<file path="src/rtl/ps2_pkg.sv">
// Shared constants and decoder state encoding for the PS/2 key tracker.
package ps2_pkg;

  localparam logic [7:0] PS2_BREAK  = 8'hF0;
  localparam logic [7:0] PS2_EXT    = 8'hE0;
  localparam logic [7:0] PS2_LSHIFT = 8'h12;
  localparam logic [7:0] PS2_RSHIFT = 8'h59;

  typedef enum logic [1:0] {
    ST_IDLE    = 2'd0,
    ST_EXT     = 2'd1,
    ST_BRK     = 2'd2,
    ST_EXT_BRK = 2'd3
  } state_e;

  function automatic logic is_shift(input logic [7:0] b);
    return (b == PS2_LSHIFT) || (b == PS2_RSHIFT);
  endfunction

endpackage

</file>
<file path="src/rtl/ps2_key_tracker_if.sv">
// Keyboard-side inputs and key-event outputs of ps2_key_tracker, plus debug taps.
interface ps2_key_tracker_if;
  import ps2_pkg::*;

  logic       ps2_clk;
  logic       ps2_data;
  // key_valid is a one-cycle strobe with no ready: the consumer must take
  // key_code/key_shift/key_ext in the cycle key_valid is high; they hold after.
  logic [7:0] key_code;
  logic       key_shift;
  logic       key_ext;
  logic       key_valid;
  logic       shift_level;
  logic       frame_err;
  state_e     dbg_state;
  logic [3:0] dbg_bit_cnt;

  modport master (
    input  ps2_clk, ps2_data,
    output key_code, key_shift, key_ext, key_valid, shift_level, frame_err,
    output dbg_state, dbg_bit_cnt
  );

  modport slave (
    output ps2_clk, ps2_data,
    input  key_code, key_shift, key_ext, key_valid, shift_level, frame_err,
    input  dbg_state, dbg_bit_cnt
  );

endinterface

</file>
<file path="src/rtl/ps2_rx_frame.sv">
// PS/2 frame receiver: synchronizer, falling-edge sampling, 11-bit frame check
// and inactivity timeout. Emits one-cycle byte_stb / frame_err pulses.
module ps2_rx_frame #(
  parameter int TIMEOUT_CYCLES = 50000,
  parameter int SYNC_STAGES    = 2
) (
  input  logic       clk,
  input  logic       rst,
  input  logic       ps2_clk,
  input  logic       ps2_data,
  output logic [7:0] rx_byte,
  output logic       byte_stb,
  output logic       frame_err,
  output logic [3:0] bit_cnt
);

  localparam int TW = $clog2(TIMEOUT_CYCLES + 1);

  logic [SYNC_STAGES-1:0] clk_sync_q, clk_sync_d;
  logic [SYNC_STAGES-1:0] data_sync_q, data_sync_d;
  logic                   clk_prev_q, clk_prev_d;
  logic [3:0]             bit_cnt_q, bit_cnt_d;
  logic [9:0]             shift_q, shift_d;
  logic [7:0]             byte_q, byte_d;
  logic                   byte_stb_q, byte_stb_d;
  logic                   frame_err_q, frame_err_d;
  logic [TW-1:0]          to_cnt_q, to_cnt_d;
  logic                   clk_s, data_s, fall;

  always_comb begin
    clk_sync_d  = {clk_sync_q[SYNC_STAGES-2:0], ps2_clk};
    data_sync_d = {data_sync_q[SYNC_STAGES-2:0], ps2_data};
    clk_s       = clk_sync_q[SYNC_STAGES-1];
    data_s      = data_sync_q[SYNC_STAGES-1];
    fall        = clk_prev_q & ~clk_s;
    clk_prev_d  = clk_s;
    bit_cnt_d   = bit_cnt_q;
    shift_d     = shift_q;
    byte_d      = byte_q;
    byte_stb_d  = 1'b0;
    frame_err_d = 1'b0;
    to_cnt_d    = to_cnt_q;

    if (fall) begin
      to_cnt_d = '0;
      if (bit_cnt_q == 4'd10) begin
        bit_cnt_d = 4'd0;
        // shift_q: [0]=start, [8:1]=data LSB first, [9]=parity; data_s is stop
        if (!shift_q[0] && data_s && (^shift_q[9:1])) begin
          byte_d     = shift_q[8:1];
          byte_stb_d = 1'b1;
        end else begin
          frame_err_d = 1'b1;
        end
      end else if (bit_cnt_q != 4'd0 || !data_s) begin
        // An idle-high sample never starts a frame, so a frame needs a real start bit.
        shift_d   = {data_s, shift_q[9:1]};
        bit_cnt_d = bit_cnt_q + 4'd1;
      end
    end else if (bit_cnt_q != 4'd0) begin
      if (to_cnt_q == TW'(TIMEOUT_CYCLES - 1)) begin
        bit_cnt_d   = 4'd0;
        to_cnt_d    = '0;
        frame_err_d = 1'b1;
      end else begin
        to_cnt_d = to_cnt_q + 1'b1;
      end
    end
  end

  always_ff @(posedge clk or posedge rst) begin
    if (rst) begin
      clk_sync_q  <= '0;
      data_sync_q <= '0;
      clk_prev_q  <= 1'b0;
      bit_cnt_q   <= 4'd0;
      shift_q     <= '0;
      byte_q      <= 8'h00;
      byte_stb_q  <= 1'b0;
      frame_err_q <= 1'b0;
      to_cnt_q    <= '0;
    end else begin
      clk_sync_q  <= clk_sync_d;
      data_sync_q <= data_sync_d;
      clk_prev_q  <= clk_prev_d;
      bit_cnt_q   <= bit_cnt_d;
      shift_q     <= shift_d;
      byte_q      <= byte_d;
      byte_stb_q  <= byte_stb_d;
      frame_err_q <= frame_err_d;
      to_cnt_q    <= to_cnt_d;
    end
  end

  assign rx_byte   = byte_q;
  assign byte_stb  = byte_stb_q;
  assign frame_err = frame_err_q;
  assign bit_cnt   = bit_cnt_q;

endmodule

</file>
<file path="src/rtl/ps2_key_tracker.sv">
// PS/2 key tracker: decodes make/break/E0 prefixes and shift state into key events.
// Build option TYPEMATIC_FILTER_EN suppresses auto-repeat of the held key.
module ps2_key_tracker
  import ps2_pkg::*;
#(
  parameter int TIMEOUT_CYCLES = 50000,
  parameter int SYNC_STAGES    = 2
) (
  input  logic              clk,
  input  logic              rst,
  ps2_key_tracker_if.master bus
);

  logic [7:0] rx_byte;
  logic       byte_stb;
  logic       rx_err;
  logic [3:0] bit_cnt;

  ps2_rx_frame #(
    .TIMEOUT_CYCLES(TIMEOUT_CYCLES),
    .SYNC_STAGES   (SYNC_STAGES)
  ) u_rx (
    .clk      (clk),
    .rst      (rst),
    .ps2_clk  (bus.ps2_clk),
    .ps2_data (bus.ps2_data),
    .rx_byte  (rx_byte),
    .byte_stb (byte_stb),
    .frame_err(rx_err),
    .bit_cnt  (bit_cnt)
  );

  state_e     state_q, state_d;
  logic       lshift_q, lshift_d;
  logic       rshift_q, rshift_d;
  logic [7:0] key_code_q, key_code_d;
  logic       key_shift_q, key_shift_d;
  logic       key_ext_q, key_ext_d;
  logic       key_valid_q, key_valid_d;
  logic       emit, emit_ext, suppress;

  always_comb begin
    state_d  = state_q;
    lshift_d = lshift_q;
    rshift_d = rshift_q;
    emit     = 1'b0;
    emit_ext = 1'b0;
    if (byte_stb) begin
      case (state_q)
        ST_IDLE: begin
          if (rx_byte == PS2_BREAK)       state_d = ST_BRK;
          else if (rx_byte == PS2_EXT)    state_d = ST_EXT;
          else if (rx_byte == PS2_LSHIFT) lshift_d = 1'b1;
          else if (rx_byte == PS2_RSHIFT) rshift_d = 1'b1;
          else                            emit = 1'b1;
        end
        ST_EXT: begin
          if (rx_byte == PS2_BREAK) begin
            state_d = ST_EXT_BRK;
          end else if (rx_byte != PS2_EXT) begin
            // E0 12 / E0 59 are fake shifts the keyboard wraps around some keys.
            state_d  = ST_IDLE;
            emit     = !is_shift(rx_byte);
            emit_ext = 1'b1;
          end
        end
        ST_BRK: begin
          if (rx_byte == PS2_EXT) begin
            state_d = ST_EXT;
          end else if (rx_byte != PS2_BREAK) begin
            state_d = ST_IDLE;
            if (rx_byte == PS2_LSHIFT) lshift_d = 1'b0;
            if (rx_byte == PS2_RSHIFT) rshift_d = 1'b0;
          end
        end
        default: begin
          state_d = (rx_byte == PS2_EXT) ? ST_EXT : ST_IDLE;
        end
      endcase
    end
  end

`ifdef TYPEMATIC_FILTER_EN
  logic [7:0] last_make_q, last_make_d;
  logic       last_ext_q, last_ext_d;
  logic       release_stb, release_ext;

  always_comb begin
    release_stb = byte_stb && (rx_byte != PS2_EXT) &&
                  ((state_q == ST_EXT_BRK) ||
                   (state_q == ST_BRK && rx_byte != PS2_BREAK));
    release_ext = (state_q == ST_EXT_BRK);
    last_make_d = last_make_q;
    last_ext_d  = last_ext_q;
    suppress    = 1'b0;
    if (emit) begin
      if (rx_byte == last_make_q && emit_ext == last_ext_q) begin
        suppress = 1'b1;
      end else begin
        last_make_d = rx_byte;
        last_ext_d  = emit_ext;
      end
    end else if (release_stb && rx_byte == last_make_q && release_ext == last_ext_q) begin
      last_make_d = 8'h00;
      last_ext_d  = 1'b0;
    end
  end

  always_ff @(posedge clk or posedge rst) begin
    if (rst) begin
      last_make_q <= 8'h00;
      last_ext_q  <= 1'b0;
    end else begin
      last_make_q <= last_make_d;
      last_ext_q  <= last_ext_d;
    end
  end
`else
  assign suppress = 1'b0;
`endif

  always_comb begin
    key_code_d  = key_code_q;
    key_shift_d = key_shift_q;
    key_ext_d   = key_ext_q;
    key_valid_d = emit && !suppress;
    if (emit && !suppress) begin
      key_code_d  = rx_byte;
      // Shift state before this byte; a shift byte never emits anyway.
      key_shift_d = lshift_q | rshift_q;
      key_ext_d   = emit_ext;
    end
  end

  always_ff @(posedge clk or posedge rst) begin
    if (rst) begin
      state_q     <= ST_IDLE;
      lshift_q    <= 1'b0;
      rshift_q    <= 1'b0;
      key_code_q  <= 8'h00;
      key_shift_q <= 1'b0;
      key_ext_q   <= 1'b0;
      key_valid_q <= 1'b0;
    end else begin
      state_q     <= state_d;
      lshift_q    <= lshift_d;
      rshift_q    <= rshift_d;
      key_code_q  <= key_code_d;
      key_shift_q <= key_shift_d;
      key_ext_q   <= key_ext_d;
      key_valid_q <= key_valid_d;
    end
  end

  assign bus.key_code    = key_code_q;
  assign bus.key_shift   = key_shift_q;
  assign bus.key_ext     = key_ext_q;
  assign bus.key_valid   = key_valid_q;
  assign bus.shift_level = lshift_q | rshift_q;
  assign bus.frame_err   = rx_err;
  assign bus.dbg_state   = state_q;
  assign bus.dbg_bit_cnt = bit_cnt;

endmodule

</file>
<file path="src/flat_wrapper.sv">
// flat-port wrapper written by rule: the top's interface ports become plain ports
module ps2_key_tracker_flat import ps2_pkg::*;
#(
  parameter int TIMEOUT_CYCLES = 50000,
  parameter int SYNC_STAGES    = 2
)
  (clk, rst, bus_ps2_clk, bus_ps2_data, bus_key_code, bus_key_shift, bus_key_ext, bus_key_valid, bus_shift_level, bus_frame_err, bus_dbg_state, bus_dbg_bit_cnt);
  ps2_key_tracker_if bus_i ();
  input  logic clk;
  input  logic rst;
  input wire logic [$bits(bus_i.ps2_clk)-1:0] bus_ps2_clk;
  input wire logic [$bits(bus_i.ps2_data)-1:0] bus_ps2_data;
  output wire logic [$bits(bus_i.key_code)-1:0] bus_key_code;
  output wire logic [$bits(bus_i.key_shift)-1:0] bus_key_shift;
  output wire logic [$bits(bus_i.key_ext)-1:0] bus_key_ext;
  output wire logic [$bits(bus_i.key_valid)-1:0] bus_key_valid;
  output wire logic [$bits(bus_i.shift_level)-1:0] bus_shift_level;
  output wire logic [$bits(bus_i.frame_err)-1:0] bus_frame_err;
  output wire logic [$bits(bus_i.dbg_state)-1:0] bus_dbg_state;
  output wire logic [$bits(bus_i.dbg_bit_cnt)-1:0] bus_dbg_bit_cnt;
  assign bus_i.ps2_clk = bus_ps2_clk;
  assign bus_i.ps2_data = bus_ps2_data;
  assign bus_key_code = bus_i.key_code;
  assign bus_key_shift = bus_i.key_shift;
  assign bus_key_ext = bus_i.key_ext;
  assign bus_key_valid = bus_i.key_valid;
  assign bus_shift_level = bus_i.shift_level;
  assign bus_frame_err = bus_i.frame_err;
  assign bus_dbg_state = bus_i.dbg_state;
  assign bus_dbg_bit_cnt = bus_i.dbg_bit_cnt;
  ps2_key_tracker #(.TIMEOUT_CYCLES(TIMEOUT_CYCLES), .SYNC_STAGES(SYNC_STAGES)) u_core (.clk(clk), .rst(rst), .bus(bus_i));
endmodule
</file>
<file path="config.mk">
export PLATFORM = sky130hd
export DESIGN_NAME = ps2_key_tracker_flat
export DESIGN_NICKNAME = d
export VERILOG_FILES = /design/src/rtl/ps2_pkg.sv /design/src/rtl/ps2_key_tracker_if.sv /design/src/rtl/ps2_rx_frame.sv /design/src/rtl/ps2_key_tracker.sv /design/src/flat_wrapper.sv
export SDC_FILE = /design/constraint.sdc
export NUM_CORES = 1
export LEC_CHECK = 0
export BUFFER_PORTS_ARGS = -buffer_cell sky130_fd_sc_hd__buf_2
export CAP_MARGIN = 10
export CORE_AREA = 2 2 69 71
export CTS_BUF_LIST = sky130_fd_sc_hd__clkbuf_2 sky130_fd_sc_hd__clkbuf_4 sky130_fd_sc_hd__clkbuf_8
export DETAILED_ROUTE_END_ITERATION = 7
export DIE_AREA = 0 0 71 73
export GPL_ROUTABILITY_DRIVEN = 0
export PLACE_DENSITY_LB_ADDON = 0.08
export SKIP_CTS_REPAIR_TIMING = 1
export SYNTH_ARGS = -nofsm -noshare
export SYNTH_HDL_FRONTEND = slang
export SYNTH_SLANG_ARGS = --single-unit
</file>
<file path="constraint.sdc">
create_clock -name clk -period 3.3 [get_ports clk]
set_input_delay 0.495 -clock clk [delete_from_list [all_inputs] [get_ports clk]]
set_output_delay 0.495 -clock clk [all_outputs]
set_load 0.03 [all_outputs]
</file>
; ---- Yosys cells after proc, flatten, opt, wreduce, memory -nomap -nowiden
; Index checks and enable logic that the tools add are counted.
[word_totals]
ff_bits = 60
[classes]
n_mux = 51
reduce_logical = 19
n_eq_ne = 23
addsub = 2
bitwise = 4
[ops]
columns = operator, n
row1 = two-way mux 16 bit, 3
row2 = two-way mux 1 bit, 33
row3 = two-way mux 4 bit, 5
row4 = adder 16 x 1 -> 16 bit (second input constant), 1
row5 = == test 16 bit (second input constant), 1
row6 = == test 8 bit (second input constant), 2
row7 = != test 8 bit (second input constant), 2
row8 = two-way mux 2 bit, 6
row9 = != test 3 x 1 -> 1 bit (second input constant), 4
row10 = != test 2 x 1 -> 1 bit (second input constant), 5
row11 = AND reduction 3 bit, 3
row12 = AND reduction 9 bit, 1
row13 = XOR reduction 9 bit, 1
row14 = == test 8 x 5 -> 1 bit (second input constant), 1
row15 = == test 8 x 7 -> 1 bit (second input constant), 1
row16 = != test 2 bit (second input constant), 4
row17 = AND reduction 8 bit, 1
row18 = one-hot mux 1 bit (2 select lines), 3
row19 = one-hot mux 2 bit (3 select lines), 1
row20 = nonzero test 2 bit, 3
row21 = adder 4 x 1 -> 4 bit (second input constant), 1
row22 = == test 4 bit (second input constant), 1
row23 = AND reduction 4 bit, 1
row24 = nonzero test 4 bit, 1
row25 = 9 further kinds, 14

; ---- Longest topological paths before layout
[depth]
ltp_word = 7
depth_mapped = 8
ltp_nobuf = 6

; ---- Modules after synthesis
; A second synthesis with hierarchy kept.
[unflattened]
hier_cells = 237
hier_area_um2 = 2792.7
[modules_own_cells]
columns = module, seq_area_each_um2, area_per_inst_um2, n_inst, cells_per_inst
row1 = ps2_rx_frame, 1126.1, 2125.8, 1, 188
row2 = ps2_key_tracker, 375.4, 666.9, 1, 49

; ---- Worst setup path before layout
; Ideal clock, no wire load.
[synth_timing]
path_kind = register to register
start = register u_core.u_rx.bit_cnt_q[0], in the netlist u_core.u_rx.bit_cnt[0]
end = register u_core.u_rx.shift_q[0]
required_ns = 3.175
path_stages_with_launch = 8
arrival_ns = 2.116
slack_ns = 1.060
setup_time_ns = 0.125
synth_period_minus_slack_ns = 2.240
path_cell_list = dfrtp_1 inv_1 ha_1 and3b_1 dlygate4sd1_1 nor3b_1 buf_2 mux2_2
[synth_between]
elab_chain_len = 3
word_cells_on_any_way = 5
[synth_lines]
columns = element, line_no
row1 = from (decl), ps2_rx_frame.sv:22  ; logic [3:0] bit_cnt_q, bit_cnt_d;
row2 = from (signal assigned), ps2_rx_frame.sv:86  ; bit_cnt_q <= bit_cnt_d;
row3 = == test 4 bit / nonzero test 4 bit (equally long branches), "ps2_rx_frame.sv:46, ps2_rx_frame.sv:55"
row4 = NOT 1 bit (no line) / logical OR 1 bit (equally long branches), --
row5 = AND reduction 3 bit (no line) (*), --
row6 = to (signal assigned), ps2_rx_frame.sv:87  ; shift_q <= shift_d;
row7 = to (decl), ps2_rx_frame.sv:23  ; logic [9:0] shift_q, shift_d;
; Mark *: on every way between the ends. The rest lies on a longest branch, timed or not.
; A chain may end at the register's enable or synchronous reset.

; ---- Final worst setup path
[layout_timing]
start = register u_core.u_rx.bit_cnt_q[0], in the netlist u_core.u_rx.bit_cnt[0]
end = register u_core.u_rx.to_cnt_q[14]
[layout_between]
elab_chain_len = 2
[layout_lines]
columns = element, line_no
row1 = nonzero test 4 bit, ps2_rx_frame.sv:60  ; end else if (bit_cnt_q != 4'd0) begin
row2 = nonzero test 2 bit (no line), --
row3 = to (signal assigned), ps2_rx_frame.sv:91  ; to_cnt_q <= to_cnt_d;
row4 = to (decl), ps2_rx_frame.sv:27  ; logic [TW-1:0] to_cnt_q, to_cnt_d;
; No other way between the ends.

==> summary.md <==
| Metric | Value |
|---|---|
| Sw Pwr | roughly 730 µW |
| CTS Buf Count | 9 |
| Largest net degree at the start of global routing | 32 |
| All-Layer GR Usage | between 20% and 30% |
| Critical Path Fanout Max | 9 |
| Worst-path clk slew | roughly 0.070 ns |
| Final Hold Viols | 0 |
| Clock Tree Buf Depth | 2 |
| Sink Count | 60 |
| Pwr/cell area | between 700 and 800 mW/mm² |
| TritonCTS clock tree | built |
| Tmin final | approximately 2.2 ns |
| TritonRoute pass-1 iters | 4 |
| Arrival time worst endpoint | about 2.4 ns |
| Finish-stage setup viols | 0 |
| Critical-path cell list | inv_1 > ha_1 > or3b_2 > o211ai_1 > or4b_2 > a21oi_1 |
| Synth area leader | dfrtp_1 |
| RSZ-0062 raised after global routing | no |
| Clock network fraction of total power | approximately 29% |
| Core area | 0.004536 mm² |
| Site row count | 25 |
| Rel. slew slack | about three fifths |
| Syn_nets | approximately 240 |
| Die height | 73 µm |
| Clock insertion delay at the later pin of the skew report | 0.33 ns |
| # nets final | 268 |
| Syn Inst Count | about 230 |
| Fill cells | about 320 |
| Final ANT Viol Nets | 0 |
| Share of cells above drive strength 1 | between 30 and 40% |
| Vias in the first global route | 1802 |
| Crit path kind | reg2reg |
| Seq pwr share | a little over two fifths |
| Fin crit share | around two thirds |
| Peak Freq | roughly 460 MHz |
| Starting Density | approximately three fifths |
| Synth top area cells | dfrtp_1, mux2_2, o21ai_0 |
| Post-route cell area | about 0.0032 mm² |
| Die width | ~71 µm |
| DR iter-0 viols | 70 |
| Cell with the most instances after synthesis | dfrtp_1 |
| Synth top cells by count | dfrtp_1, mux2_2, nor2_1, o21ai_0, a21oi_1 |
| Worst hold path type | in2async |
| Final wirelength | 4.860 mm |
| Leak | about 0.0015 µW |
| CP top delay family | simple AND/OR/NAND/NOR gates |
| Sw Ratio | between 30% and 40% |
| Area grow syn2layout | 13.99% |
| Register area share after synthesis | between 50% and 60% |
| Critical path startpoint category | register |
| Root buf cell | clkbuf_8 |
| Seq. cell area | 0.001501 mm² |
| Placed cell areas | approximately 0.0030 mm² |
| Vias | ~1900 |
| Yosys cell types | between 40 and 50 |
| Combinational share of power | 27.5% |
| Top cell type's share of synthesized area | between 50 and 60% |
| Synth Warn # | 0 |
| Largest stage delay, worst path | ~0.57 ns |
| Synth Area per Inst | about 12 µm² |
| Slowest-stage cell, CP | or3b_2 |
| Vias/cell | roughly 6 |
| Die area | just over 0.005 mm² |
| Antenna cell count | 0 |
| First-pass GRT wire length | roughly 8.5 mm |
| Yosys reg bits | 60 |
| Clock Skew | just over 0.007 ns |
| Final HPWL DP | 3.267 mm |
| Tightest Pin Transition | between 0.6 and 0.7 ns |
| Peak supply drop | 0.5189 mV |
| Crit end category | register |
| H-tree levels | 3 |
| WP buf/inv | 1 |
| Slew Viols, Final | 0 |
| Grt ovf | 0 |
| Req. time, crit path | about 3.5 ns |
| Setup TNS | 0 ns |
| Cell Area, Synth | around 0.0028 mm² |
| Routed WL per cell | roughly 15 µm |
| EDFF count, synth | 0 |
| Top FF cell, synth | dfrtp_1 |
| Ys async rst share | between 90% and 100% |
| Area of the multi-input gates | 0.001200 mm² |
| I/O Pins | 23 |
| Max_cap viols | 0 |
| Internal power | ~1600 µW |
| Initial antenna violation count | 0 |
| Status | finished, final reports clean |
| Residual DRC | 0 |
| PortBufs | 22 |
[metrics by stage]
stage	power, µW	std cells	utilization, %	setup WS (ns)	hold slack [ns]
floorplan	1533	229	-	1.060	0.3312
global placement	1652	303	65.13	1.150	0.3324
detailed placement	1665	303	65.13	1.134	0.3347
CTS	2349	319	69.68	1.125	0.2465
global route	2457	319	69.68	0.8739	0.2535
finish	2328	319	69.68	1.105	0.2365
[final timing paths]
kind	start	endpoint	slack, ns	depth (start not counted)
min in group clk	bus_ps2_data	u_core.u_rx.data_sync_q[0]$_DFF_PP0_	0.27	1
min reg2reg	u_core.u_rx.data_sync_q[0]$_DFF_PP0_	u_core.u_rx.data_sync_q[1]$_DFF_PP0_	0.35	0
max in group asynchronous	rst	u_core.u_rx.bit_cnt[2]$_DFFE_PP0P_	2.24	3
max	u_core.u_rx.bit_cnt[0]$_DFFE_PP0P_	u_core.u_rx.to_cnt_q[14]$_DFFE_PP0P_	1.10	6
min	rst	u_core.bus.key_shift$_DFFE_PP0P_	0.24	2
max reg2reg	u_core.u_rx.bit_cnt[0]$_DFFE_PP0P_	u_core.u_rx.to_cnt_q[14]$_DFFE_PP0P_	1.10	6
[metal layers]
| metal | up-vias | GRT usage [%] | routed length (µm) |
|---|---|---|---|
| met3 | 10 | 5.801 | 213 |
| met5 | - | 0 | 0 |
| li1 | 908 | - | - |
| met4 | 0 | 9.224 | 104 |
| met2 | 51 | 32.29 | 2257 |
| met1 | 920 | 28.95 | 2285 |
[area by class of cell]
type	instances	share of cell area, %
Timing Repair Buffer	28	4.909
Tap cell	54	2.138
Inverter	8	0.9501
Clock inverter	4	1.504
Clock buffer	12	5.028
Multi-Input combinational cell	153	37.97
Sequential cell	60	47.51
[registers in the layout, summed over array words and instances (netlist names)]
register / cells
u_core.u_rx.rx_byte: 8
u_core.bus.dbg_state: 2
u_core.u_rx.clk_sync_q: 2
u_core.u_rx.frame_err: 1
u_core.u_rx.clk_prev_q: 1
u_core.u_rx.to_cnt_q: 16
u_core.u_rx.data_sync_q: 2
u_core.bus.key_code: 8
u_core.bus.key_shift: 1
u_core.bus.key_ext: 1
u_core.lshift_q: 1
u_core.u_rx.byte_stb: 1
u_core.bus.key_valid: 1
u_core.u_rx.bit_cnt: 4
u_core.u_rx.shift_q: 10
u_core.rshift_q: 1
[cell families after synthesis]
kind of cell	Yosys count	synth area share, %
AOI/OAI and AO/OA	38	8.619
xor gates and xnor gates	13	5.190
adders and majority gates	4	1.805
buffers and inverters	16	2.572
DFF	60	54.15
muxes	30	12.59
and+or+nand+nor	68	15.07
[power by group through the flow]
| stage | Sequential [µW] | Combinational [µW] | Clock (µW) |
|---|---|---|---|
| floorplan | 1030 | 507 | 0 |
| global placement | 1020 | 631 | 0 |
| detailed placement | 1020 | 641 | 0 |
| CTS | 1010 | 646 | 690 |
| global route | 1030 | 703 | 720 |
| finish | 1020 | 640 | 673 |
[cells in the final DEF (no fill, tap or decap), drive strengths merged, types with 4 or more instances in the layout]
master and count:
a21oi 9, buf 28, clkbuf 12, dfrtp 60, ha 4, inv 8, mux2 29, nand2 7
nand3 6, nand4 6, nor2 12, o2111ai 6, o21ai 12, or3 7, xnor2 5, xor2 6
No activity file was read; power rests on OpenSTA's default activity.
